===== config.mk =====
export PLATFORM = sky130hd
export DESIGN_NAME = muldiv_unit_flat
export DESIGN_NICKNAME = d
export VERILOG_FILES = /design/src/rtl/muldiv_pkg.sv /design/src/rtl/muldiv_if.sv /design/src/rtl/md_negate.sv /design/src/rtl/muldiv_unit.sv /design/src/flat_wrapper.sv
export SDC_FILE = /design/constraint.sdc
export NUM_CORES = 1
export LEC_CHECK = 0
export BUFFER_PORTS_ARGS = -buffer_cell sky130_fd_sc_hd__buf_2
export CAP_MARGIN = 10
export CORE_MARGIN = 1
export CORE_UTILIZATION = 54
export CTS_CLUSTER_DIAMETER = 200
export DETAILED_ROUTE_END_ITERATION = 12
export PLACE_DENSITY = 0.83
export SLEW_MARGIN = 25
export SYNTH_ARGS = -nofsm -noshare
export SYNTH_HDL_FRONTEND = slang
export SYNTH_SLANG_ARGS = --single-unit

===== constraint.sdc =====
create_clock -name clk -period 5.6 [get_ports clk]
set_clock_uncertainty 0.2 [all_clocks]
set_input_delay 0 -clock clk [delete_from_list [all_inputs] [get_ports clk]]
set_output_delay 0 -clock clk [all_outputs]
set_load 0.05 [all_outputs]

===== src/rtl/muldiv_pkg.sv =====
// muldiv_pkg: op and state encodings shared by the multiply/divide unit and its decoders
package muldiv_pkg;
  typedef enum logic [1:0] {
    OP_MULT  = 2'd0,
    OP_MULTU = 2'd1,
    OP_DIV   = 2'd2,
    OP_DIVU  = 2'd3
  } op_t;
  typedef enum logic [1:0] {
    IDLE  = 2'd0,
    BUSY  = 2'd1,
    FIXUP = 2'd2,
    DONE  = 2'd3
  } state_t;
endpackage


===== src/rtl/muldiv_if.sv =====
// muldiv_if: request/result bundle between the execute stage and the multiply/divide unit
interface muldiv_if #(parameter int WIDTH = 32);
  logic               start_i;
  logic [1:0]         op_i;
  logic [WIDTH-1:0]   a_i;
  logic [WIDTH-1:0]   b_i;
  logic               annul_i;
  logic               stall_o;
  logic               busy_o;
  logic               done_o;
  logic [2*WIDTH-1:0] result_o;
  modport master(output start_i, op_i, a_i, b_i, annul_i, input stall_o, busy_o, done_o, result_o);
  modport slave(input start_i, op_i, a_i, b_i, annul_i, output stall_o, busy_o, done_o, result_o);
endinterface


===== src/rtl/md_negate.sv =====
// md_negate: conditional two's-complement negation, y = neg ? -x : x
module md_negate #(parameter int W = 32) (
  input  logic [W-1:0] x,
  input  logic         neg,
  output logic [W-1:0] y
);
  assign y = neg ? -x : x;
endmodule


===== src/rtl/muldiv_unit.sv =====
// muldiv_unit: iterative one-bit-per-cycle signed/unsigned multiply and divide with {hi,lo} result
module muldiv_unit import muldiv_pkg::*; #(parameter int WIDTH = 32) (
  input logic      clk,
  input logic      rst,
  muldiv_if.slave  bus
);
  localparam int CNT_W = $clog2(WIDTH) + 1;
  state_t             state;
  op_t                opReg;
  logic [CNT_W-1:0]   cnt;
  logic               signA, signB;
  logic [WIDTH-1:0]   opnd;
  logic [2*WIDTH-1:0] acc, result;
  op_t                opIn;
  logic               accept, inSigned, inDiv, inSignA, inSignB, regDiv;
  logic [WIDTH-1:0]   absA, absB, quoFix, remFix;
  logic [2*WIDTH-1:0] prodFix, mulNext, divNext;
  logic [WIDTH:0]     mulSum, divRem, divDiff;
  assign opIn     = op_t'(bus.op_i);
  assign inSigned = (opIn == OP_MULT) || (opIn == OP_DIV);
  assign inDiv    = (opIn == OP_DIV) || (opIn == OP_DIVU);
  assign inSignA  = inSigned & bus.a_i[WIDTH-1];
  assign inSignB  = inSigned & bus.b_i[WIDTH-1];
  assign regDiv   = (opReg == OP_DIV) || (opReg == OP_DIVU);
  assign accept   = (state == IDLE) & bus.start_i & ~bus.annul_i;
  md_negate #(.W(WIDTH)) uAbsA (.x(bus.a_i), .neg(inSignA), .y(absA));
  md_negate #(.W(WIDTH)) uAbsB (.x(bus.b_i), .neg(inSignB), .y(absB));
  // Multiply: acc = {partial hi, remaining multiplier bits}, shifted right each step
  assign mulSum  = {1'b0, acc[2*WIDTH-1:WIDTH]} + (acc[0] ? {1'b0, opnd} : '0);
  assign mulNext = {mulSum, acc[WIDTH-1:1]};
  // Divide: acc = {remainder, dividend/quotient}, shifted left with a restoring trial subtract
  assign divRem  = acc[2*WIDTH-1:WIDTH-1];
  assign divDiff = divRem - {1'b0, opnd};
  assign divNext = divDiff[WIDTH] ? {divRem[WIDTH-1:0], acc[WIDTH-2:0], 1'b0}
                                  : {divDiff[WIDTH-1:0], acc[WIDTH-2:0], 1'b1};
  md_negate #(.W(2*WIDTH)) uFixProd (.x(acc), .neg(signA ^ signB), .y(prodFix));
  md_negate #(.W(WIDTH)) uFixQuo (.x(acc[WIDTH-1:0]), .neg(signA ^ signB), .y(quoFix));
  md_negate #(.W(WIDTH)) uFixRem (.x(acc[2*WIDTH-1:WIDTH]), .neg(signA), .y(remFix));
  always_ff @(posedge clk or posedge rst) begin
    if (rst) begin
      state  <= IDLE;
      opReg  <= OP_MULT;
      cnt    <= '0;
      signA  <= 1'b0;
      signB  <= 1'b0;
      opnd   <= '0;
      acc    <= '0;
      result <= '0;
    end else if (state == IDLE) begin
      if (accept) begin
        opReg <= opIn;
        signA <= inSignA;
        signB <= inSignB;
        cnt   <= '0;
        opnd  <= inDiv ? absB : absA;
        acc   <= {{WIDTH{1'b0}}, inDiv ? absA : absB};
        if (inDiv && bus.b_i == '0) begin
          result <= {bus.a_i, {WIDTH{1'b1}}};
          state  <= DONE;
        end else begin
          state <= BUSY;
        end
      end
    end else if (bus.annul_i) begin
      state <= IDLE;
    end else begin
      unique case (state)
        BUSY: begin
          acc <= regDiv ? divNext : mulNext;
          cnt <= cnt + 1'b1;
          if (cnt == CNT_W'(WIDTH - 1)) state <= FIXUP;
        end
        FIXUP: begin
          result <= regDiv ? {remFix, quoFix} : prodFix;
          state  <= DONE;
        end
        default: state <= IDLE;
      endcase
    end
  end
  assign bus.stall_o  = accept | (state == BUSY) | (state == FIXUP);
  assign bus.busy_o   = state != IDLE;
  assign bus.done_o   = (state == DONE) & ~bus.annul_i;
  assign bus.result_o = result;
endmodule


===== src/flat_wrapper.sv =====
// flat-port wrapper written by rule: the top's interface ports become plain ports
module muldiv_unit_flat import muldiv_pkg::*;
#(parameter int WIDTH = 32)
  (clk, rst, bus_start_i, bus_op_i, bus_a_i, bus_b_i, bus_annul_i, bus_stall_o, bus_busy_o, bus_done_o, bus_result_o);
  muldiv_if #(.WIDTH(WIDTH)) bus_i ();
  input logic clk;
  input logic rst;
  input wire logic [$bits(bus_i.start_i)-1:0] bus_start_i;
  input wire logic [$bits(bus_i.op_i)-1:0] bus_op_i;
  input wire logic [$bits(bus_i.a_i)-1:0] bus_a_i;
  input wire logic [$bits(bus_i.b_i)-1:0] bus_b_i;
  input wire logic [$bits(bus_i.annul_i)-1:0] bus_annul_i;
  output wire logic [$bits(bus_i.stall_o)-1:0] bus_stall_o;
  output wire logic [$bits(bus_i.busy_o)-1:0] bus_busy_o;
  output wire logic [$bits(bus_i.done_o)-1:0] bus_done_o;
  output wire logic [$bits(bus_i.result_o)-1:0] bus_result_o;
  assign bus_i.start_i = bus_start_i;
  assign bus_i.op_i = bus_op_i;
  assign bus_i.a_i = bus_a_i;
  assign bus_i.b_i = bus_b_i;
  assign bus_i.annul_i = bus_annul_i;
  assign bus_stall_o = bus_i.stall_o;
  assign bus_busy_o = bus_i.busy_o;
  assign bus_done_o = bus_i.done_o;
  assign bus_result_o = bus_i.result_o;
  muldiv_unit #(.WIDTH(WIDTH)) u_core (.clk(clk), .rst(rst), .bus(bus_i));
endmodule

## Word level (Yosys, flattened, before mapping)

Index checks and enable logic that the tools add are counted.

- Bits in latches: 0
- Output and inout port bits: 67
- ROM bits: 0
- Word-level logic and storage cells: 81
- Memories kept: 0
- RAM bits: 0
- Register bits: 172
- Input bits: 70

- Add/subtract/negate cells: 8
- Shift operators: 0
- Bitwise logic cells: 9
- Multipliers: 0
- Equality and inequality tests: 12
- Muxes and demuxes: 30
- $lt $le $gt $ge: 0
- Div/mod/pow operators: 0
- Reduce and logical (&&, ||, !) cells: 14

Operators with widths:

| operator | number |
|---|---|
| $mux W64 | 13 |
| $mux W32 | 7 |
| $neg A32 Y32 | 4 |
| $neg A64 Y64 | 1 |
| $add A32 B33 Y33 | 1 |
| $sub A33 B32 Y33 | 1 |
| $logic_not A32 Y1 | 1 |
| $mux W6 | 4 |
| $eq A2 B2 Y1 const B | 6 |
| $mux W2 | 5 |
| $add A6 B1 Y6 const B | 1 |
| $eq A6 B5 Y1 const B | 1 |
| $reduce_bool A2 Y1 | 3 |
| $and A1 B1 Y1 | 5 |
| $logic_not A2 Y1 | 2 |
| $ne A2 B1 Y1 const B | 2 |
| $ne A4 B2 Y1 const B | 1 |
| $pmux W2 S2 | 1 |
| $reduce_and A2 Y1 | 2 |
| $reduce_and A4 Y1 | 1 |
| $logic_or A1 B1 Y1 | 3 |
| $reduce_and A3 Y1 | 1 |
| $eq A2 B1 Y1 const B | 1 |
| $ne A2 B2 Y1 const B | 1 |
| other kinds (4) | 5 |

## Depth between registers and ports, before layout

- Depth after elaboration: 7
- Mapped depth: 14
- Mapped depth without buffers: 13

## By module

Synthesis repeated with hierarchy kept, for this count alone.

- Cells, all modules: 2214
- Area, all modules: 17606.9 sq um

Modules (own cells, without submodules):

| module | sequential area each (sq um) | cells an instance | instances | area each (sq um) |
|---|---|---|---|---|
| muldiv_unit | 4279.1 | 1584 | 1 | 13085.0 |
| md_negate (u_core.uAbsA ...) | 0.0 | 108 | 4 | 767.0 |
| md_negate (u_core.uFixProd) | 0.0 | 198 | 1 | 1453.9 |

## Worst setup path after synthesis

OpenSTA, ideal clock, no wires.

- Kind: register -> register
- From: reg u_core.acc[0]
- To: reg u_core.acc[63]
- Required time: 5278 ps
- Arrival time: 3235 ps
- Slack: 2044 ps
- Path buffers: 1
- Clock period less this slack: 3556 ps
- Library setup time: 122 ps
- Cell stages (with the launch flop): 14
- Path through: dfrtp_1 > inv_1 > clkbuf_1 > nor2_1 > ha_1 > nor2b_1 > o2111ai_1 > a21boi_1 > a2111oi_2 > o31ai_1 > o21ai_1 > o31ai_1 > or4_1 > a32o_1

- Longest elaborated chain between the ends: 6

Ends and longest elaborated chain:

| element | line | source |
|---|---|---|
| start: declaration | muldiv_unit.sv:13 | `logic [2*WIDTH-1:0] acc, result;` |
| start signal: assignment | muldiv_unit.sv:56 | `acc <= {{WIDTH{1'b0}}, inDiv ? absA : absB};` |
| start signal: assignment | muldiv_unit.sv:69 | `acc <= regDiv ? divNext : mulNext;` |
| $mux W32 | muldiv_unit.sv:29 | `assign mulSum = {1'b0, acc[2*WIDTH-1:WIDTH]} + (acc[0] ? {1'b0, opnd} : '0);` |
| $add A32 B33 Y33 | muldiv_unit.sv:29 |  |
| $mux W64 | muldiv_unit.sv:69 |  |
| $mux W64 | muldiv_unit.sv:67 | `unique case (state)` |
| $mux W64 | muldiv_unit.sv:64 | `end else if (bus.annul_i) begin` |
| $mux W64 | muldiv_unit.sv:49 | `end else if (state == IDLE) begin` |

No other way between the ends. The select of a mux whose other input is x is not followed.
A chain may end at the register's enable or synchronous reset.

## Final worst setup path

- From: reg u_core.acc[0]
- To: reg u_core.acc[60]

The elaborated chain is that of the path after synthesis.

==> metrics <==
Layout area overhead 14.9%; WP data required 5.77 ns; Worst-Skew Late Latency 0.47 ns; Sink Count 171; ant diodes 0; Slew Limit Fails 0; RSZ-0062 raised after global routing no; initial antenna violation count 0; footprint of the multi-input gates 9850 µm²; via count 15.6k; hpwl dp 36.6 mm; clock root cell clkbuf_16; Final ANT Viol Nets 0; Filler cells 2299; row cnt 60; grt total ovfl 0; Least-Margin Pin Slew 1.12 ns; Tmin final 4.34 ns; r2r startpoint u_core.acc[0]$_DFFE_PP0P_; clock buffer depth 2; CTS tree built; Post-Syn Instances 1899; Max Cap Viol 0; Warnings, synthesis 0; Die Span Y 168 µm; final setup fails 0; sequential cell area fraction in the yosys report 28.8%; worst r2r dst u_core.acc[60]$_DFFE_PP0P_; Worst IR Drop VDD 0.362 mV; Clk pin slew, worst setup/hold paths 0.08 ns; power consumption 11.0 mW; Critical Path Start Type flop; Pwr per Cell Area 644 nW/µm²; H-tree levels 4; IO buf count 136; number of buffers created by CTS 17; CP Max Fanout 30; ys flop type dfrtp_1; routability cong. 1.02; DR pass1 iterations 6; fin nets 2181; share of flip-flops with an asynchronous set or reset 100%; register bit total from synthesis 171; outcome finished clean; post-synthesis net count 2044; pin count of the biggest net entering global routing 114; # resized after CTS 0; gr usage total 36.5%; Max-slew headroom 24.7%; setup TNS 0 ns; WL/cell 21.5 µm; vias in the first global route 14.6k; Core Area 27000 µm²; DRC viols 0; Post-synth EDFFs 0; FF+latch area 4280 µm²; final hold violation count 0; DIE AREA 28200 µm²; Final Cycle Share 77.6%; distinct cell type count after synthesis 89; Worst R2R Setup Slack 1.26 ns; critical path class reg -> reg; Fmax 0.230 GHz; WP data arrival 4.51 ns; leakage power 7.58 nW; Initial Util 55.1%; first-pass GRT wire length 80.2 mm; share of layout cells above drive strength 1 11.5%; synthesized area per cell 7.82 µm²; Hold Crit Class in -> async; CP Capture Type flop; synthesized cell area 14800 µm²; Die W 168 µm; Via density 6.54; Total Wirelength 51.5 mm; top-level port count 137; DR iter-0 viols 1924; R2R depth 13
cell type report:
| type | instances | share of cell area [%] |
|---|---|---|
| Clock inverter | 15 | 1.12 |
| Inverter | 74 | 1.67 |
| Multi-Input combinational cell | 1540 | 57.8 |
| Sequential cell | 171 | 25.1 |
| Tap cell | 341 | 2.50 |
| Clock buffer | 17 | 2.50 |
| Timing Repair Buffer | 232 | 9.35 |
cells in the final DEF, fill, tap and decap left out, types with 22 or more instances in the layout:
| master | count |
|---|---|
| inv_1 | 71 |
| a21oi_1 | 203 |
| buf_2 | 136 |
| dlygate4sd3_1 | 77 |
| mux2i_1 | 63 |
| o21ai_0 | 144 |
| nor2b_1 | 22 |
| nand2_1 | 165 |
| a31oi_1 | 46 |
| xor2_1 | 66 |
| nand3_1 | 23 |
| xnor2_1 | 109 |
| a21o_1 | 31 |
| nor2_1 | 242 |
| nor3_1 | 35 |
| o211ai_1 | 26 |
| ha_1 | 72 |
| dfrtp_1 | 170 |
state kept, by name, indices dropped and copies added (netlist names):
register / count
u_core.opReg: 1
u_core.state: 2
u_core.cnt: 6
u_core.signA: 1
u_core.opnd: 32
u_core.acc: 64
u_core.signB: 1
u_core.bus.result_o: 64
worst max-delay path by stage:
| stage | startpoint | to |
|---|---|---|
| 3_5_place_dp | u_core.acc[0]$_DFFE_PP0P_ | u_core.acc[63]$_DFFE_PP0P_ |
| 3_3_place_gp | u_core.acc[0]$_DFFE_PP0P_ | u_core.acc[60]$_DFFE_PP0P_ |
| 5_1_grt | u_core.acc[0]$_DFFE_PP0P_ | u_core.acc[60]$_DFFE_PP0P_ |
| 6_report | u_core.acc[0]$_DFFE_PP0P_ | u_core.acc[60]$_DFFE_PP0P_ |
| 2_1_floorplan | rst | u_core.acc[0]$_DFFE_PP0P_ |
| 4_1_cts | u_core.acc[0]$_DFFE_PP0P_ | u_core.acc[60]$_DFFE_PP0P_ |
cells in the mapped netlist, drive strengths merged, types with 26 or more instances:
library cell | instances | area share, %
o211ai | 26 | 1.3
ha | 73 | 6.2
nor3 | 38 | 1.4
nand2 | 165 | 4.2
xnor2 | 111 | 6.6
inv | 73 | 1.8
xor2 | 66 | 3.9
clkbuf | 87 | 2.2
dfrtp | 171 | 29
a21o | 31 | 1.6
mux2i | 63 | 4.2
buf | 27 | 0.98
a31oi | 47 | 2.0
nor2 | 244 | 6.2
a21oi | 204 | 6.9
o21ai | 157 | 5.3
critical path: stages (launching register included):
cell	delay (ns)
dfrtp_1	0.48
inv_1	0.15
buf_4	0.35
nor2_1	0.08
ha_1	0.35
a21o_1	0.20
o21bai_1	0.20
o2111ai_1	0.37
o311ai_0	0.26
a21oi_1	0.46
o22ai_1	0.21
a311oi_1	0.35
mux2_2	0.37
a211oi_1	0.21
per-stage QoR:
stage          setup slack, ns  hold WS (ns)  std cells  instance area (µm²)  utilization [%]
3_3_place_gp              1.53         0.119       2281                15700             58.1
3_5_place_dp              1.42         0.134       2281                15700             58.1
4_1_cts                   1.38      0.000838       2390                17000             63.2
2_1_floorplan            0.768       -0.0522       1899                14800                -
6_report                  1.26        0.0425       2390                17000             63.3
5_1_grt                   1.06        0.0910       2390                17000             63.3
kinds of logic (layout without fill, tap and decap cells):
| family | after synthesis | in the layout | synth area share (%) |
|---|---|---|---|
| adder cells (fa/ha/maj) | 75 | 75 | 6.42 |
| AO/OA/AOI/OAI | 607 | 607 | 25.3 |
| flip-flops | 171 | 171 | 28.8 |
| multiplexers | 70 | 70 | 4.81 |
| buffers and inverters | 188 | 338 | 5.08 |
| AND/OR/NAND/NOR | 611 | 611 | 19.2 |
| XOR/XNOR | 177 | 177 | 10.4 |
per-layer routing:
| layer | part of all wire [%] | vias to the layer above | track usage, % |
|---|---|---|---|
| li1 | - | 7073 | - |
| met1 | 40 | 7311 | 48.8 |
| met4 | 5.9 | 0 | 21.3 |
| met5 | 0 | - | 0 |
| met3 | 11 | 210 | 6.06 |
| met2 | 43 | 1036 | 55.7 |
report_power, final:
part	internal, mW	switching [mW]	total [mW]
combinational	2.53	4.79	7.32
sequential	1.76	0.636	2.39
clock	0.610	0.656	1.27
total	4.90	6.08	11.0
what timing repair did:
item / 4_1_cts / 5_1_grt
setup endpoints to repair: 0 / 0
setup buffers: 0 / 0
hold buffers: 77 / 0
hold endpoints to repair: 209 / 0
No activity file was read; power rests on OpenSTA's default activity.
